===== src/rtl/pipelined_barrel_shifter_if.sv =====
// Handshake and data bundle for pipelined_barrel_shifter.
// Carry output c exists only when BARREL_SHIFTER_CARRY_EN is defined.
interface pipelined_barrel_shifter_if #(
  parameter int unsigned WIDTH = 8
);
  localparam int unsigned SW = $clog2(WIDTH);

  logic             in_valid;
  logic             in_ready;
  logic [WIDTH-1:0] d;
  logic [SW-1:0]    s;
  logic [2:0]       mode;
  logic             out_valid;
  logic             out_ready;
  logic [WIDTH-1:0] y;
`ifdef BARREL_SHIFTER_CARRY_EN
  logic             c;
`endif

  // Operand source / result consumer side.
  modport master (
    output in_valid, d, s, mode, out_ready,
`ifdef BARREL_SHIFTER_CARRY_EN
    input  c,
`endif
    input  in_ready, out_valid, y
  );

  // Shifter side.
  modport slave (
    input  in_valid, d, s, mode, out_ready,
`ifdef BARREL_SHIFTER_CARRY_EN
    output c,
`endif
    output in_ready, out_valid, y
  );
endinterface


===== src/rtl/pipelined_barrel_shifter.sv =====
// Pipelined WIDTH-bit barrel shifter: one registered mux level per shift-amount bit.
// Optional last-shifted-out carry output under `define BARREL_SHIFTER_CARRY_EN.
module pipelined_barrel_shifter #(
  parameter int unsigned WIDTH = 8,
  localparam int unsigned SW = $clog2(WIDTH),
  localparam int unsigned LEVELS = SW
) (
  input logic                         clk,
  input logic                         rst,
  pipelined_barrel_shifter_if.slave   bus
);

  localparam logic [2:0] ModeSll = 3'b000;
  localparam logic [2:0] ModeSrl = 3'b001;
  localparam logic [2:0] ModeSra = 3'b010;
  localparam logic [2:0] ModeRol = 3'b011;
  localparam logic [2:0] ModeRor = 3'b100;

  function automatic logic [WIDTH-1:0] shift_by(input logic [WIDTH-1:0] x,
                                                input logic [2:0] m,
                                                input logic sgn,
                                                input int unsigned n);
    logic [2*WIDTH-1:0] ext;
    ext = {{WIDTH{sgn}}, x} >> n;
    case (m)
      ModeSll: shift_by = x << n;
      ModeSrl: shift_by = x >> n;
      ModeSra: shift_by = ext[WIDTH-1:0];
      ModeRol: shift_by = (x << n) | (x >> (WIDTH - n));
      ModeRor: shift_by = (x >> n) | (x << (WIDTH - n));
      default: shift_by = x;
    endcase
  endfunction

  logic adv;

  // Stage k input views; index 0 is the operand port, k>0 is register bank k-1.
  logic [WIDTH-1:0] stg_data  [LEVELS+1];
  logic             stg_valid [LEVELS+1];
  logic [SW-1:0]    stg_amt   [LEVELS];
  logic [2:0]       stg_mode  [LEVELS];
  logic             stg_sign  [LEVELS];

  logic [WIDTH-1:0] data_d  [LEVELS];
  logic [WIDTH-1:0] data_q  [LEVELS];
  logic             valid_q [LEVELS];
  logic [SW-1:0]    amt_q   [LEVELS];
  logic [2:0]       mode_q  [LEVELS];
  logic             sign_q  [LEVELS];

  assign stg_data[0]  = bus.d;
  assign stg_valid[0] = bus.in_valid;
  assign stg_amt[0]   = bus.s;
  assign stg_mode[0]  = bus.mode;
  assign stg_sign[0]  = bus.d[WIDTH-1];

`ifdef BARREL_SHIFTER_CARRY_EN
  // The last nonzero stage's outgoing bit equals d[WIDTH-s] or d[s-1] of the original operand.
  function automatic logic carry_bit(input logic [WIDTH-1:0] x,
                                     input logic [2:0] m,
                                     input logic prev,
                                     input int unsigned n);
    logic [SW-1:0] lo_idx;
    logic [SW-1:0] hi_idx;
    lo_idx = SW'(n - 1);
    hi_idx = SW'(WIDTH - n);
    case (m)
      ModeSll, ModeRol:          carry_bit = x[hi_idx];
      ModeSrl, ModeSra, ModeRor: carry_bit = x[lo_idx];
      default:                   carry_bit = prev;
    endcase
  endfunction

  logic stg_carry [LEVELS+1];
  logic carry_d   [LEVELS];
  logic carry_q   [LEVELS];

  assign stg_carry[0] = 1'b0;
  assign bus.c        = carry_q[LEVELS-1];
`endif

  for (genvar k = 0; k < LEVELS; k++) begin : g_stage
    localparam int unsigned N = 1 << k;

    assign data_d[k] = stg_amt[k][k] ? shift_by(stg_data[k], stg_mode[k], stg_sign[k], N)
                                     : stg_data[k];
    assign stg_data[k+1]  = data_q[k];
    assign stg_valid[k+1] = valid_q[k];

    if (k + 1 < LEVELS) begin : g_fwd
      assign stg_amt[k+1]  = amt_q[k];
      assign stg_mode[k+1] = mode_q[k];
      assign stg_sign[k+1] = sign_q[k];
    end

`ifdef BARREL_SHIFTER_CARRY_EN
    assign carry_d[k] = stg_amt[k][k] ? carry_bit(stg_data[k], stg_mode[k], stg_carry[k], N)
                                      : stg_carry[k];
    assign stg_carry[k+1] = carry_q[k];
`endif
  end

  // Single global enable: the whole pipe freezes only when the result is blocked.
  assign adv          = !(valid_q[LEVELS-1] && !bus.out_ready);
  assign bus.in_ready = adv;
  assign bus.out_valid = valid_q[LEVELS-1];
  assign bus.y        = data_q[LEVELS-1];

  always_ff @(posedge clk or posedge rst) begin
    if (rst) begin
      for (int k = 0; k < LEVELS; k++) begin
        data_q[k]  <= '0;
        valid_q[k] <= 1'b0;
        amt_q[k]   <= '0;
        mode_q[k]  <= '0;
        sign_q[k]  <= 1'b0;
`ifdef BARREL_SHIFTER_CARRY_EN
        carry_q[k] <= 1'b0;
`endif
      end
    end else if (adv) begin
      for (int k = 0; k < LEVELS; k++) begin
        data_q[k]  <= data_d[k];
        valid_q[k] <= stg_valid[k];
        amt_q[k]   <= stg_amt[k];
        mode_q[k]  <= stg_mode[k];
        sign_q[k]  <= stg_sign[k];
`ifdef BARREL_SHIFTER_CARRY_EN
        carry_q[k] <= carry_d[k];
`endif
      end
    end
  end

endmodule


===== src/flat_wrapper.sv =====
// flat-port wrapper written by rule: the top's interface ports become plain ports
module pipelined_barrel_shifter_flat 
#(
  parameter int unsigned WIDTH = 8,
  localparam int unsigned SW = $clog2(WIDTH),
  localparam int unsigned LEVELS = SW
)
  (clk, rst, bus_in_valid, bus_d, bus_s, bus_mode, bus_out_ready, bus_in_ready, bus_out_valid, bus_y);
  pipelined_barrel_shifter_if #(.WIDTH(WIDTH)) bus_i ();
  input logic clk;
  input logic rst;
  input wire logic [$bits(bus_i.in_valid)-1:0] bus_in_valid;
  input wire logic [$bits(bus_i.d)-1:0] bus_d;
  input wire logic [$bits(bus_i.s)-1:0] bus_s;
  input wire logic [$bits(bus_i.mode)-1:0] bus_mode;
  input wire logic [$bits(bus_i.out_ready)-1:0] bus_out_ready;
  output wire logic [$bits(bus_i.in_ready)-1:0] bus_in_ready;
  output wire logic [$bits(bus_i.out_valid)-1:0] bus_out_valid;
  output wire logic [$bits(bus_i.y)-1:0] bus_y;
  assign bus_i.in_valid = bus_in_valid;
  assign bus_i.d = bus_d;
  assign bus_i.s = bus_s;
  assign bus_i.mode = bus_mode;
  assign bus_i.out_ready = bus_out_ready;
  assign bus_in_ready = bus_i.in_ready;
  assign bus_out_valid = bus_i.out_valid;
  assign bus_y = bus_i.y;
  pipelined_barrel_shifter #(.WIDTH(WIDTH)) u_core (.clk(clk), .rst(rst), .bus(bus_i));
endmodule

===== config.mk =====
export PLATFORM = sky130hd
export DESIGN_NAME = pipelined_barrel_shifter_flat
export DESIGN_NICKNAME = d
export VERILOG_FILES = /design/src/rtl/pipelined_barrel_shifter_if.sv /design/src/rtl/pipelined_barrel_shifter.sv /design/src/flat_wrapper.sv
export SDC_FILE = /design/constraint.sdc
export NUM_CORES = 1
export LEC_CHECK = 0
export ABC_AREA = 1
export ABC_CLOCK_PERIOD_IN_PS = 1700
export BUFFER_PORTS_ARGS = -buffer_cell sky130_fd_sc_hd__buf_2
export CORE_ASPECT_RATIO = 2
export CORE_MARGIN = 2
export CORE_UTILIZATION = 40
export CTS_CLUSTER_SIZE = 10
export DETAILED_ROUTE_END_ITERATION = 16
export GPL_TIMING_DRIVEN = 0
export PLACE_DENSITY = 0.6
export SYNTH_ARGS = -nofsm -noshare
export SYNTH_HDL_FRONTEND = slang
export SYNTH_SLANG_ARGS = --single-unit

===== constraint.sdc =====
create_clock -name clk -period 1.7 [get_ports clk]
set_input_delay 0.34 -clock clk [delete_from_list [all_inputs] [get_ports clk]]
set_output_delay 0.34 -clock clk [all_outputs]
set_load 0.01 [all_outputs]

**After elaboration in Yosys (flattened, before gate mapping)**

Index checks and enable logic that the tools add are counted.
Widths: inputs -> output; s select.

- Word-level logic and storage cells: 42
- Memory bits (read-only): 0
- Input port bits: 18
- Bits in latches: 0
- Output and inout port bits: 10
- RAM bits: 0
- Memories: 0
- Bits in registers: 41

- Add/subtract/negate cells: 0
- Mux-type cells: 6
- Magnitude comparators: 0
- Bitwise gates (word level): 5
- Multiply operators: 0
- Shifts and indexed selects: 0
- Divide/modulo/power cells: 0
- Reductions and logical operators: 7
- Equal/unequal tests: 12

Operator list:

| kind | number |
|---|---|
| $pmux 8 s5 | 2 |
| $pmux 8 s4 | 1 |
| $mux 8 | 3 |
| $eq 3x2->1 const B | 6 |
| $eq 3x1->1 const B | 3 |
| $eq 3x3->1 const B | 3 |
| $logic_not 3->1 | 3 |
| $or 6x8->8 | 1 |
| $or 7x8->8 | 1 |
| $or 8x1->8 | 1 |
| $or 8x2->8 | 1 |
| $or 8x4->8 | 1 |
| $logic_not 1->1 | 2 |
| $reduce_or 2->1 | 1 |
| $logic_and 1x1->1 | 1 |

**Logic depth before layout (Yosys ltp)**

- Depth in word-level cells: 4
- Depth in mapped cells: 9
- Depth with buffers taken out: 8

**Least setup slack after synthesis**

Ideal clock, no wire load.

- Kind: reg-to-output
- From: register u_core.valid_q (netlist bit u_core.bus.out_valid)
- To: output port bus_in_ready
- Setup slack: 0.449 ns
- Data required time: 1.360 ns
- Arrival time: 0.911 ns
- Stages on the path, launching flop included: 5
- Buffers on the path: 1
- Path through: dfrtp_1 -> inv_1 -> nor2_2 -> inv_2 -> clkbuf_1

- Cells in the longest elaborated chain, start to end: 2

RTL lines:

| what | line | text |
|---|---|---|
| start, declared | pipelined_barrel_shifter.sv:46 | `logic valid_q [LEVELS];` |
| start signal, assigned by index | pipelined_barrel_shifter.sv:124 | `valid_q[k] <= stg_valid[k];` |
| $logic_and 1x1->1 | pipelined_barrel_shifter.sv:104 | `assign adv = !(valid_q[LEVELS-1] && !bus.out_ready);` |
| $logic_not 1->1 | pipelined_barrel_shifter.sv:104 |  |
| end, declared | flat_wrapper.sv:17 | `output wire logic [$bits(bus_i.in_ready)-1:0] bus_in_ready;` |

Every way passes these cells.

**Final worst setup path**

Ends and elaborated chain as after synthesis.

==> flow_metrics.env <==
export IMPL_drv_slew=0
export IMPL_cts_tree="done"
export IMPL_dpl_instance_area_sq_um=2390
export IMPL_initial_core_util=0.409
export IMPL_die_w_microns=56.2
export IMPL_clock_latency_ns=0.29
export IMPL_cp_start_kind="flip-flop"
export IMPL_rsz0062_at_grt="false"
export IMPL_grt_pass1_wl_microns=8430
export IMPL_total_power_uw=3710
export IMPL_ys_types=21
export IMPL_synth_xor_area_share=0
export IMPL_ys_warn_count=0
export IMPL_crit_required_ns=1.36
export IMPL_gp_congestion=0.899
export IMPL_crit_fanout=17
export IMPL_drt_total_wl_microns=4890
export IMPL_ff_latch_area_sq_um=951
export IMPL_drc=0
export IMPL_outcome="completed"
export IMPL_dieArea_sq_um=6080
export IMPL_skew_ns=0.00451
export IMPL_synth_simple_area_share=0.374
export IMPL_grt_pass1_vias=1899
export IMPL_die_h_microns=108
export IMPL_clock_path_buffers=2
export IMPL_cap_violations=0
export IMPL_ys_seq_area_frac=0.437
export IMPL_relSlewSlack=0.476
export IMPL_cts_hold_buf=0
export IMPL_worst_pin_slew_ns=0.785
export IMPL_htreeDepth=2
export IMPL_setup_viol=0
export IMPL_clk_pin_slew_worst_paths_ns=0.07
export IMPL_hold_viol_final=0
export IMPL_grt_antenna_before_repair=0
export IMPL_path_class="reg -> out"
export IMPL_leakage_uw=0.00128
export IMPL_synthCells=307
export IMPL_portBuffers=27
export IMPL_synth_top_family_by_area="simple AND/OR/NAND/NOR gates"
export IMPL_cts_sinks=38
export IMPL_rows=38
export IMPL_ant_nets=0
export IMPL_drt_initial_drc_count=55
export IMPL_drive_gt1_frac=0.182
export IMPL_synth_area_sq_um=2180
export IMPL_cts_buffers=5
export IMPL_grt_usage=0.174
export IMPL_end_kind="output pin"
export IMPL_syn_avg_cell_area_sq_um=7.09
export IMPL_ios=28
export IMPL_muxShareOfSynthArea=0
export IMPL_period_share=0.913
export IMPL_wire_per_inst_microns=12.2
export IMPL_multi_input_area_sq_um=1020
export IMPL_syn2layout_area_growth_pct=13.9
export IMPL_synth_compound_area_frac=0.0926
export IMPL_n_fill_cell=588
export IMPL_grt_start_max_net_pins=39
export IMPL_fin_crit_ns=1.55
export IMPL_dp_hpwl_microns=3720
export IMPL_firstDrtPassIters=4
export IMPL_ys_ff_latch=38
export IMPL_clock_fmax_mhz=644
export IMPL_diodes=0
export IMPL_worst_ep_arrival_time_ns=1.21
export IMPL_hold_class="in -> async"
export IMPL_synth_nets=325
export IMPL_irDropWorstVdd_v=0.000951
export IMPL_final_net_count=358
export IMPL_core_area_sq_um=5330
export IMPL_grt_overflow_total=0
export IMPL_stdcell_area_sq_um=2480
export IMPL_root_buffer="clkbuf_8"
export IMPL_setup_tns_ns=0
export IMPL_vias_per_cell=5.06
export IMPL_cellPowerDensity_nw_per_um2=1500
export IMPL_vias=2029
export IMPL_synth_adder_area_share=0
-- per-layer routing --
metal  up-vias  track usage  part of all wire
met5         -            0                 0
met3        10       0.0287             0.045
met2        52        0.284              0.48
met4         0       0.0765             0.022
li1       1038            -                 -
met1       929        0.226              0.45
-- area by class of cell --
cell class / count / share of cell area
multi-input combinational: 227 / 0.411
tap: 60 / 0.0303
timing repair buffer: 27 / 0.0545
clock inverter: 1 / 0.00202
inverter: 23 / 0.0348
sequential: 38 / 0.384
buffer: 18 / 0.0485
clock buffer: 7 / 0.0348
-- cells in the mapped netlist --
master	instances	area share
nand2_1	112	0.19
nand4_1	5	0.014
nand3_1	33	0.076
dfrtp_1	38	0.44
buf_4	9	0.031
nor2_1	34	0.059
a21boi_4	1	0.0086
clkbuf_1	5	0.0086
nor2_4	3	0.016
nand2_2	3	0.0086
inv_2	3	0.0052
buf_2	3	0.0069
buf_6	2	0.010
nor2_2	1	0.0029
inv_1	20	0.035
o21ai_0	19	0.044
nor3_1	2	0.0046
o211ai_1	4	0.014
a21oi_1	8	0.018
a21oi_2	1	0.0040
o21ai_2	1	0.0040
-- repair_timing --
| action | 4_1_cts | 5_1_grt |
|---|---|---|
| endpoints found under the setup margin | 1 | 1 |
| resized for setup | 0 | 1 |
| setup buffers | 0 | 0 |
-- layout by cell type (no fill, tap or decap) --
cell type  instances
a21oi_1            8
dfrtp_1           38
nand4_1            5
nor2_4             4
a21oi_2            1
a21boi_4           1
nor3_1             2
o21ai_0           19
inv_2              4
clkbuf_8           6
buf_4              9
nand2_1          112
clkinv_2           1
nand3_1           33
inv_1             19
nand2_2            3
nor2_1            34
buf_2             30
o21ai_2            1
o211ai_1           4
buf_6              2
clkbuf_1           5
-- state kept, by name, summed over array words and instances (netlist names) --
signal	flops
u_core.amt_q	3
u_core.bus.out_valid	1
u_core.bus.y	8
u_core.data_q	16
u_core.mode_q	6
u_core.sign_q	2
u_core.stg_valid	2
-- through the flow --
stage / util / hold slack, ns / std cells / worst slack [ns]
4_1_cts: 0.465 / 0.225 / 401 / 0.0587
6_report: 0.465 / 0.191 / 401 / 0.147
2_1_floorplan: - / 0.420 / 307 / 0.449
5_1_grt: 0.465 / 0.269 / 401 / 0.0485
3_5_place_dp: 0.448 / 0.453 / 394 / 0.0897
3_3_place_gp: 0.448 / 0.436 / 394 / 0.0191
-- final timing paths --
kind / startpoint / to / slack (ns) / cells past startpoint
max: u_core.bus.out_valid / bus_in_ready / 0.15 / 4
min: rst / u_core.stg_valid[1] / 0.19 / 2
max reg2reg: u_core.mode_q[4] / u_core.bus.y[5] / 0.30 / 8
min reg2reg: u_core.stg_valid[1] / u_core.bus.out_valid / 0.46 / 2
max in group asynchronous: rst / u_core.data_q[18] / 1.01 / 2
min in group clk: bus_s[2] / u_core.amt_q[8] / 0.25 / 3
-- where the power goes --
part	switching (uW)	internal, uW	total, uW
Combinational	913	629	1540
Clock	318	327	645
Sequential	277	1250	1530
-- cells by family (layout without fill, tap and decap cells) --
family                 Yosys count  in the layout
AOI/OAI and AO/OA               34             34
buffers and inverters           42             76
DFF                             38             38
and+or+nand+nor                193            193
-- worst max-delay path, cell delays in order, from the launching register on --
cell and delay [ns]:
dfrtp_1 0.38, inv_1 0.09, nor2_4 0.06, inv_2 0.21
buf_2 0.19
(Power assumes the default switching activity.)
